`src/rtl/udp_axis_32to8.sv`:
```
`default_nettype none
// ============================================================================
// udp_axis_32to8 : serialises 32-bit AXI-Stream words MSB-first onto an
//                  8-bit UDP byte stream. Optional length check: UDP_LEN_CHECK_EN.
// Revision       : 1.0
// ============================================================================
module udp_axis_32to8 (
  input  logic        clk,
  input  logic        reset,
  input  logic [31:0] axis_tdata_in,
  input  logic        axis_tvalid_in,
  input  logic        axis_tfirst_in,
  input  logic [3:0]  axis_tkeep_in,
  input  logic        axis_tlast_in,
  output logic        axis_tready_out,
  input  logic [15:0] udp_length_in,
  output logic [7:0]  udp_axis_tdata_out,
  output logic        udp_axis_tvalid_out,
  output logic        udp_axis_tlast_out,
  input  logic        udp_axis_tready_in,
  output logic        pkt_done_out,
  output logic        len_err_out
);

  typedef enum logic [0:0] {
    S_IDLE = 1'b0,
    S_SEND = 1'b1
  } state_t;

  state_t      r_state, w_state_nxt;
  logic [31:0] r_word, w_word_nxt;
  logic [1:0]  r_idx, w_idx_nxt;
  logic [1:0]  r_last_idx, w_last_idx_nxt;
  logic        r_last, w_last_nxt;
  logic [7:0]  r_tdata, w_byte_nxt;
  logic        r_tlast;
  logic        r_pkt_done;
  logic [1:0]  w_keep_last_idx;
  logic        w_final_byte;
  logic        w_out_hs;
  logic        w_in_hs;

  // Partial keep is honoured only on a tlast beat; anything else is a full word.
  always_comb begin
    w_keep_last_idx = 2'd3;
    if (axis_tlast_in) begin
      case (axis_tkeep_in)
        4'b1110: w_keep_last_idx = 2'd2;
        4'b1100: w_keep_last_idx = 2'd1;
        4'b1000: w_keep_last_idx = 2'd0;
        default: w_keep_last_idx = 2'd3;
      endcase
    end
  end

  assign w_final_byte    = (r_state == S_SEND) && (r_idx == r_last_idx);
  assign w_out_hs        = (r_state == S_SEND) && udp_axis_tready_in;
  assign axis_tready_out = (r_state == S_IDLE) || (w_final_byte && udp_axis_tready_in);
  assign w_in_hs         = axis_tvalid_in && axis_tready_out;

  // A new word is only accepted when the holding register is free or being
  // drained this cycle, so loading always wins over advancing the index.
  always_comb begin
    w_state_nxt    = r_state;
    w_word_nxt     = r_word;
    w_idx_nxt      = r_idx;
    w_last_idx_nxt = r_last_idx;
    w_last_nxt     = r_last;
    if (w_in_hs) begin
      w_state_nxt    = S_SEND;
      w_word_nxt     = axis_tdata_in;
      w_idx_nxt      = 2'd0;
      w_last_idx_nxt = w_keep_last_idx;
      w_last_nxt     = axis_tlast_in;
    end else if (w_out_hs) begin
      if (w_final_byte) begin
        w_state_nxt = S_IDLE;
      end else begin
        w_idx_nxt = r_idx + 2'd1;
      end
    end
  end

  always_comb begin
    w_byte_nxt = 8'h00;
    if (w_state_nxt == S_SEND) begin
      case (w_idx_nxt)
        2'd0:    w_byte_nxt = w_word_nxt[31:24];
        2'd1:    w_byte_nxt = w_word_nxt[23:16];
        2'd2:    w_byte_nxt = w_word_nxt[15:8];
        default: w_byte_nxt = w_word_nxt[7:0];
      endcase
    end
  end

  always_ff @(posedge clk or posedge reset) begin
    if (reset) begin
      r_state    <= S_IDLE;
      r_word     <= 32'h0;
      r_idx      <= 2'd0;
      r_last_idx <= 2'd3;
      r_last     <= 1'b0;
      r_tdata    <= 8'h00;
      r_tlast    <= 1'b0;
      r_pkt_done <= 1'b0;
    end else begin
      r_state    <= w_state_nxt;
      r_word     <= w_word_nxt;
      r_idx      <= w_idx_nxt;
      r_last_idx <= w_last_idx_nxt;
      r_last     <= w_last_nxt;
      r_tdata    <= w_byte_nxt;
      r_tlast    <= (w_state_nxt == S_SEND) && w_last_nxt && (w_idx_nxt == w_last_idx_nxt);
      r_pkt_done <= w_out_hs && r_tlast;
    end
  end

  assign udp_axis_tdata_out  = r_tdata;
  assign udp_axis_tvalid_out = (r_state == S_SEND);
  assign udp_axis_tlast_out  = r_tlast;
  assign pkt_done_out        = r_pkt_done;

`ifdef UDP_LEN_CHECK_EN
  logic [16:0] r_exp_len;
  logic [16:0] r_byte_cnt;
  logic [16:0] w_byte_cnt_inc;
  logic        r_pkt_open;
  logic        r_len_err;

  assign w_byte_cnt_inc = (r_byte_cnt == 17'h1FFFF) ? r_byte_cnt : (r_byte_cnt + 17'd1);

  // The tlast comparison includes the byte being handshaken this cycle.
  always_ff @(posedge clk or posedge reset) begin
    if (reset) begin
      r_exp_len  <= 17'd0;
      r_byte_cnt <= 17'd0;
      r_pkt_open <= 1'b0;
      r_len_err  <= 1'b0;
    end else begin
      r_len_err <= (w_out_hs && r_tlast && (w_byte_cnt_inc != r_exp_len)) ||
                   (w_in_hs && axis_tfirst_in && r_pkt_open);
      if (w_in_hs && axis_tfirst_in) begin
        r_exp_len  <= {1'b0, udp_length_in} + 17'd1;
        r_byte_cnt <= 17'd0;
      end else if (w_out_hs) begin
        r_byte_cnt <= w_byte_cnt_inc;
      end
      if (w_in_hs) begin
        r_pkt_open <= !axis_tlast_in;
      end
    end
  end

  assign len_err_out = r_len_err;
`else
  logic w_unused_len;
  assign w_unused_len = ^{udp_length_in, axis_tfirst_in};
  assign len_err_out  = 1'b0;
`endif

endmodule
`default_nettype wire

```
`config.mk`:
```
export PLATFORM = sky130hd
export DESIGN_NAME = udp_axis_32to8
export DESIGN_NICKNAME = d
export VERILOG_FILES = /design/src/rtl/udp_axis_32to8.sv
export SDC_FILE = /design/constraint.sdc
export NUM_CORES = 1
export LEC_CHECK = 0
export CAP_MARGIN = 20
export CORE_ASPECT_RATIO = 1.25
export CORE_MARGIN = 4
export CORE_UTILIZATION = 45
export CTS_CLUSTER_DIAMETER = 80
export DETAILED_ROUTE_END_ITERATION = 8
export HOLD_SLACK_MARGIN = 0.15
export PLACE_DENSITY = 0.77
export SYNTH_ARGS = -nofsm -noshare
export SYNTH_HDL_FRONTEND = slang
export SYNTH_SLANG_ARGS = --single-unit
```
`constraint.sdc`:
```
create_clock -name clk -period 5.25 [get_ports clk]
set_clock_uncertainty 0.05 [all_clocks]
set_input_delay 0.7875 -clock clk [delete_from_list [all_inputs] [get_ports clk]]
set_output_delay 0.7875 -clock clk [all_outputs]
set_load 0.02 [all_outputs]
```
---- Word-level counts from Yosys, hierarchy flattened ----
Index checks and enable logic that the tools add are counted.
word-level totals
  flip-flop bits (word level) ............. 48
  logic and storage cells ................. 39
  RAM bits ................................ 0
  bits in read-only memories .............. 0
  memories ................................ 0
  bits of input ports ..................... 58
  latch bits .............................. 0
cells by class
  order comparisons ....................... 0
  bitwise gates (word level) .............. 1
  muxes and demuxes ....................... 13
  reductions and logical operators ........ 9
  shift operators ......................... 0
  divide/modulo/power cells ............... 0
  equality and inequality tests ........... 7
  $add $sub $neg .......................... 1
  $mul .................................... 0
operators by type and width
  cell                                                             number
  32-bit 2-to-1 mux                                                1
  8-bit one-hot mux with 3 select lines                            1
  4-bit == test, second input constant                             3
  2-bit 2-to-1 mux                                                 5
  8-bit 2-to-1 mux                                                 1
  1-bit logical AND                                                7
  2-bit one-hot mux with 3 select lines                            1
  2-bit == test                                                    2
  1-bit 2-to-1 mux                                                 4
  2-bit by 1-bit adder with 2-bit output, second input constant    1
  2-bit by 1-bit == test with 1-bit output, second input constant  1
  2-bit == test, second input constant                             1
  2-bit logical NOT                                                1
  1-bit logical OR                                                 1
  1-bit NOT                                                        1

---- Depth between registers and ports, before layout ----
Gate-level depths: netlist of the first run.
  word-level depth ........................ 9
  depth in mapped cells ................... 7

---- Worst setup path before layout of the first run ----
OpenSTA, ideal clock, no wires.
  path type ............................... input to register
  start point ............................. input port udp_axis_tready_in
  end point ............................... register r_tlast, in the netlist udp_axis_tlast_out
  setup time .............................. 0.064 ns
  stages on the path ...................... 7
  arrival time ............................ 1.932 ns
  slack ................................... 3.204 ns
  path buffers ............................ 2
  cells stage by stage .................... buf_2 a21o_1 o21ai_2 or2_1 buf_6 a2111oi_4 a21o_1
on the way
  cells in the longest elaborated chain, start to end .. 6
  elaborated cells on any way between the ends .. 13
  classes of those cells .................. eq/ne (1); mux (6); reduce/logical (6)
RTL lines
  element                                               RTL line  source
  start: declaration                                    20        input logic udp_axis_tready_in,
  1-bit logical AND                                     58        assign axis_tready_out = (r_state == S_IDLE) || (w_final_byte && udp_axis_tready_in);
  1-bit logical OR                                      58
  1-bit logical AND                                     59        assign w_in_hs = axis_tvalid_in && axis_tready_out;
  2-bit 2-to-1 mux or 1-bit 2-to-1 mux (tied branches)  69        if (w_in_hs) begin
  2-bit == test or 1-bit logical AND (tied branches)    113       r_tlast <= (w_state_nxt == S_SEND) && w_last_nxt && (w_idx_nxt == w_last_idx_nxt);
  1-bit logical AND *                                   113
  end signal: assignment                                113
  end: declaration                                      36        logic r_tlast;
Every way passes the cells marked *; elsewhere a longest branch is shown, timed or not.

---- Worst setup path after layout of the first run ----
  start point ............................. input port udp_axis_tready_in
  end point ............................... output port axis_tready_out
on the way
  cells in the longest elaborated chain, start to end .. 2
RTL lines
  element            RTL line  source
  1-bit logical AND  58
  1-bit logical OR   58
  end: declaration   15        output logic axis_tready_out,
Every way passes these cells.

==> impl_metrics.py, run 1 <==
metrics = {
    "run_status": {
        "status": "complete, no violations",
    },
    "clock_network": {
        "ctsResizeCount": 0,
        "cts_root_buffer": "clkbuf_8",
        "ctsHoldBuffers": 0,
        "cts.sinks": 48,
        "cts_buffer_depth": 2,
        "clkTransAtPathRegs_ns": 0.08,
        "cts_buffers": 5,
        "cts_tree": "yes",
        "insertion_delay_ns": 0.30,
        "post-cts-setup-buffers": 0,
        "h-tree-depth": 2,
    },
    "sta": {
        "finalHoldViolCount": 0,
        "setup_viol": 0,
        "worst_pin_slew_ns": 0.7043,
        "rsz0062_at_grt": "no",
        "timing.slew.headroom_pct": 52.87,
        "period_share_pct": 59.96,
        "drv_slew": 0,
        "max_freq_mhz": 317.7,
        "period_minus_slack_ns": 3.148,
        "finalSetupTns_ns": 0,
    },
    "yosys": {
        "synth_xor_area_share_pct": 1.452,
        "yosysWarnings": 0,
        "synth_top_family_by_area": "multiplexers",
        "yosys.area_share.adder_pct": 0,
        "ys_seq_elements": 48,
        "synth_top_area_cell": "dfrtp_1",
        "synth_area_um2": 2327,
        "synth_top_area_share_pct": 49.46,
        "yosysUniqueCellTypes": 43,
        "ys_seq_area_share_pct": 51.72,
        "synth_mux_area_share_pct": 16.29,
        "synth.area.top_cells": "dfrtp_1 49%, mux2_2 15%, nand3_1 3.4%, o21ai_0 2.8%, dfstp_2 2.3%",
        "syn_nets": 261,
        "synth-compound-area-share_pct": 15.59,
        "synth-simple-area-share_pct": 10.65,
        "synth_cells": 203,
        "syn_area_per_cell_um2": 11.46,
    },
    "power_and_ir_drop": {
        "p_leak_nw": 1.234,
        "peakVddDrop_mv": 0.2797,
        "switching_power_uw": 709.1,
        "clockPowerShare_pct": 13.6,
        "comb_power_share_pct": 48.9,
        "power_density_nw_per_um2": 624.1,
        "pwr-share-seq_pct": 37.5,
        "p_sw_share_pct": 38.18,
        "p_int_mw": 1.148,
    },
    "global_route": {
        "first_global_vias": 1736,
        "antenna_found_initial": 0,
        "grt_pass1_wl_um": 8204,
        "grt_max_degree": 49,
        "grt_usage_pct": 16.69,
        "grt.overflow.total": 0,
    },
    "die": {
        "die_area_um2": 6393,
        "rows": 29,
        "num_io_pins": 71,
        "start_util_pct": 46.14,
        "core_area_um2": 5044,
        "dieWidth_um": 72.32,
        "die_y_um": 88.40,
    },
    "final_layout": {
        "layout_commonest_cell": "clkdlybuf4s50_1",
        "syn_to_final_growth_pct": 27.85,
        "antenna_cells": 0,
        "final_nets": 309,
        "layout_common_cells": "52 x clkdlybuf4s50_1, 46 x dfrtp_1, 31 x mux2_2",
        "drive_gt1_share_pct": 20.00,
        "fillers": 432,
        "fin_area_um2": 2975,
    },
    "worst_setup_path": {
        "r2r_slack_ns": 2.82,
        "slowest_stage": "clkdlybuf4s50_1",
        "cp.required_ns": 4.41,
        "r2r-end": "r_word[25]",
        "r2r-start": "r_idx[1]",
        "worst-path-buf-inv": 2,
        "crit_start": "udp_axis_tready_in",
        "cp-end-kind": "primary output",
        "crit_cells": 4,
        "crit_path_start_kind": "input pin",
        "cpMostUsedCell": "clkdlybuf4s50_1",
        "critPathCapture": "axis_tready_out",
        "crit_arrival_ns": 2.31,
        "worstSetupPathType": "input pin to primary output",
        "worstRegToRegCells": 4,
        "max_stage_delay_ns": 0.68,
        "worstPathMaxFanout": 12,
        "path_delay_family": "buffers and inverters",
        "path_cells": "clkdlybuf4s50_1 > nand3_1 > nand2_1 > clkdlybuf4s50_1",
    },
    "drt": {
        "detail-route-antenna-nets": 0,
        "drt_iter0_markers": 112,
        "drc": 0,
        "drt_pass1_iterations": 4,
        "vias": 1762,
        "viasPerCell": 5.647,
        "wl_per_cell_um": 15.87,
        "wirelength_um": 4950,
    },
    "placed_design": {
        "postPlaceCellArea_um2": 2856,
        "io_buffer_count": 52,
        "hpwl_um": 3421,
        "gp_congestion": 0.8019,
    },
    "hold_path": {
        "hp-class": "flip-flop to flip-flop",
    },
    "run": {
        "maxCapViolCount": 0,
    },
}
-- layer usage --
layer	GRT usage, %	part of all wire, %	routed length [um]
met5	0	0	0
met4	7.350	1.8	90
met3	4.205	4.2	208
met2	28.33	53	2617
met1	20.00	41	2033
-- worst min path at each step --
stage / end / cells after the start / slack, ns / start
finish: r_word[14] / 1 / 0.45 / r_word[14]
global route: r_word[14] / 1 / 0.47 / r_word[14]
CTS: r_word[14] / 1 / 0.46 / r_word[14]
detailed placement: r_word[14] / 1 / 0.44 / r_word[14]
global placement: r_word[13] / 1 / 0.43 / r_word[13]
floorplan: r_word[10] / 1 / 0.42 / r_word[10]
-- power by group through the flow --
stage               sequential (mW)  clock, mW  combinational (mW)
finish                        0.696      0.252               0.909
global route                  0.721      0.277               0.995
CTS                           0.696      0.256               0.911
detailed placement            0.702          0               0.907
global placement              0.695          0               0.879
floorplan                     0.690          0               0.670
-- area by class of cell --
type / instances / area [um^2] / share of cell area [%]
repair buffers: 54 / 548.0 / 18.42
clock buffers: 5 / 68.82 / 2.313
inverters: 5 / 18.77 / 0.6308
clock inverters: 1 / 30.03 / 1.009
flip-flops and latches: 48 / 1204 / 40.45
multi-input cells: 137 / 1028 / 34.57
well taps: 62 / 77.57 / 2.607
-- worst register-to-register path, cell delays in order (launching register included) --
cell and delay, ns:
dfrtp_1 0.46, xnor2_2 0.37, a41o_2 0.67, buf_4 0.38, mux2_2 0.38
-- synth_stat cells (all sizes together) --
master   count
dfrtp       46
mux2        31
nand3       16
o21ai       14
buf         13
nor2        10
nand2        9
a31oi        7
o21bai       7
a22oi        6
inv          5
a21o         4
a21oi        3
mux2i        3
nor2b        3
and3         2
dfstp        2
nor3         2
or2          2
xnor2        2
a2111oi      1
a211oi       1
a221oi       1
a31o         1
a41o         1
and2         1
conb         1
nand3b       1
nor3b        1
nor4b        1
nor4bb       1
o211ai       1
o2bb2ai      1
o311ai       1
o41ai        1
xor2         1
-- per-stage QoR --
step                      utilization [%]  setup WS (ns)  instances  hold WS [ns]  power (mW)
after floorplan                         -          3.204        203        0.4246       1.360
after global placement              56.64          2.103        305        0.4336       1.575
after detailed placement            56.64          2.101        305        0.4396       1.609
after CTS                           58.60          2.087        311        0.4576       1.863
after global routing                58.99          1.969        312        0.4711       1.993
final                               58.99          2.102        312        0.4537       1.857
-- logic make-up after synthesis --
logic type / count (synthesis)
mux: 34
simple gates: 49
xor+xnor: 3
buf+inv: 18
flops: 48
compound gates: 50
other cells: 1
-- sequential cells by signal, indices dropped and copies added, names as in the netlist --
register	cells
r_word	32
udp_axis_tdata_out	8
r_idx	2
r_last_idx	2
pkt_done_out	1
r_last	1
udp_axis_tlast_out	1
udp_axis_tvalid_out	1
Note: power is estimated with default switching activity, not from simulation.
==> run 2, diff against run 1 <==
CORE_UTILIZATION = 42   (was 45)
PLACE_DENSITY = 0.76   (was 0.77)
clock period = 2.8 ns   (was 5.25 ns; I/O delays follow)
==> run 2 against run 1 <==
Against the previous run: clock-buffer cell count grew 1; power grew 96%; flip-flop and latch count is the same; setup slack lost 1.8 ns; sequential power grew 87%; non-clock buffer count grew 10; worst hold slack is essentially flat; cell area grew 2.9%; critical endpoint unchanged.
==> impl_metrics.py, run 2 (synthesized netlist as in run 1, its figures left out) <==
metrics = {
    "run_status": {
        "status": "complete, no violations",
    },
    "hold_path": {
        "min_path_cells": 1,
        "hold_end": "r_word[15]",
        "hp-class": "flip-flop to flip-flop",
        "hold_path.startpoint": "r_word[15]",
    },
    "clock_network": {
        "ctsHoldBuffers": 0,
        "cts_root_buffer": "clkbuf_8",
        "insertion_delay_ns": 0.29,
        "cts_buffers": 5,
        "post-cts-setup-buffers": 0,
        "h-tree-depth": 2,
        "cts_buffer_depth": 2,
        "cts_tree": "yes",
        "ctsResizeCount": 0,
        "cts.sinks": 48,
        "clkTransAtPathRegs_ns": 0.09,
    },
    "sta": {
        "finalHoldViolCount": 0,
        "worst_pin_slew_ns": 0.5979,
        "period_share_pct": 88.80,
        "timing.slew.headroom_pct": 59.63,
        "finalSetupTns_ns": 0,
        "max_freq_mhz": 402.2,
        "drv_slew": 0,
        "period_minus_slack_ns": 2.486,
        "rsz0062_at_grt": "no",
        "setup_viol": 0,
    },
    "power_and_ir_drop": {
        "comb_power_share_pct": 50.5,
        "peakVddDrop_mv": 0.4481,
        "p_sw_share_pct": 37.34,
        "p_leak_nw": 1.286,
        "power_density_nw_per_um2": 1186,
        "switching_power_mw": 1.356,
        "clockPowerShare_pct": 13.6,
        "p_int_mw": 2.276,
        "pwr-share-seq_pct": 35.9,
    },
    "placed_design": {
        "gp_congestion": 0.7954,
        "io_buffer_count": 52,
        "dp.cells": 318,
        "hpwl_um": 3691,
    },
    "worst_setup_path": {
        "r2r-start": "r_idx[1]",
        "worstRegToRegCells": 4,
        "cp.required_ns": 2.33,
        "worstSetupPathType": "flip-flop to primary output",
        "slowest_stage": "clkdlybuf4s50_1",
        "r2r-end": "r_word[25]",
        "path_delay_family": "buffers and inverters",
        "cp-end-kind": "primary output",
        "worst-path-buf-inv": 1,
        "max_stage_delay_ns": 0.60,
        "crit_path_start_kind": "flip-flop",
        "r2r_slack_ns": 0.68,
        "path_cells": "xnor2_2 > nand3_1 > nand2_1 > clkdlybuf4s50_1",
        "worstPathMaxFanout": 6,
        "crit_start": "r_idx[1]",
        "crit_arrival_ns": 2.02,
    },
    "global_route": {
        "first_global_vias": 1831,
        "grt_pass1_wl_um": 8652,
        "grt_usage_pct": 16.35,
        "grt_max_degree": 49,
        "antenna_found_initial": 0,
        "grt.overflow.total": 0,
    },
    "final_layout": {
        "regMostFlops": "r_word",
        "drive_gt1_share_pct": 23.28,
        "layout_commonest_cell": "clkdlybuf4s50_1",
        "fin_cells": 326,
        "final_nets": 319,
        "layout_common_cells": "52 x clkdlybuf4s50_1, 46 x dfrtp_1, 31 x mux2_2",
        "fillers": 476,
        "antenna_cells": 0,
        "syn_to_final_growth_pct": 31.56,
        "largest_reg_flops": 32,
    },
    "drt": {
        "drc": 0,
        "vias": 1776,
        "wl_per_cell_um": 15.60,
        "viasPerCell": 5.448,
        "drt_iter0_markers": 142,
        "wirelength_um": 5084,
        "detail-route-antenna-nets": 0,
        "drt_pass1_iterations": 4,
    },
    "run": {
        "maxCapViolCount": 0,
    },
    "die": {
        "core_area_um2": 5405,
        "start_util_pct": 43.06,
        "dieWidth_um": 74.58,
        "die_area_um2": 6804,
        "die_y_um": 91.23,
        "rows": 30,
        "num_io_pins": 71,
    },
}
## run 2: cell types whose count changed in the layout (fill, tap and decap cells not counted)
cell / previous run / this run
clkbuf_1: 0 / 1
buf_4: 1 / 11
clkinv_2: 0 / 1
## run 2: worst max path at each step
stage | end | depth (start not counted)
final | axis_tready_out | 4
after global routing | axis_tready_out | 4
after CTS | axis_tready_out | 4
after detailed placement | axis_tready_out | 4
after global placement | axis_tready_out | 4
after floorplan | r_word[0] | 5
## run 2: area by class of cell
cell class / instances / area (um^2) / share of cell area (%)
clock buffers: 6 / 72.57 / 2.370
clock inverters: 2 / 35.03 / 1.144
inverters: 5 / 18.77 / 0.6130
multi-input cells: 137 / 1028 / 33.59
flip-flops and latches: 48 / 1204 / 39.31
well taps: 64 / 80.08 / 2.615
repair buffers: 64 / 623.1 / 20.35
## run 2: power by group through the flow
stage | combinational, mW | clock (mW) | sequential [mW]
after global routing | 2.01 | 0.534 | 1.35
final | 1.83 | 0.495 | 1.30
after floorplan | 1.26 | 0 | 1.29
after CTS | 1.85 | 0.505 | 1.31
after detailed placement | 1.85 | 0 | 1.32
after global placement | 1.79 | 0 | 1.31
## run 2: layer usage
metal | vias up | global-route usage (%) | wire length [um]
met2 | 46 | 27.20 | 2685
met1 | 867 | 21.07 | 2078
met5 | - | 0 | 0
met3 | 11 | 2.879 | 225
met4 | 0 | 5.490 | 94
li1 | 852 | - | -
## run 2: per-stage QoR
stage	util, %	area, um^2	total power, mW	hold WS, ns	worst slack (ns)
6_report	56.64	3062	3.632	0.4537	0.3135
5_1_grt	56.64	3062	3.899	0.4801	0.1979
4_1_cts	56.64	3062	3.661	0.4601	0.3001
3_5_place_dp	54.65	2954	3.165	0.4396	0.3668
3_3_place_gp	54.65	2954	3.097	0.4346	0.3844
2_1_floorplan	-	2327	2.551	0.4246	0.9843
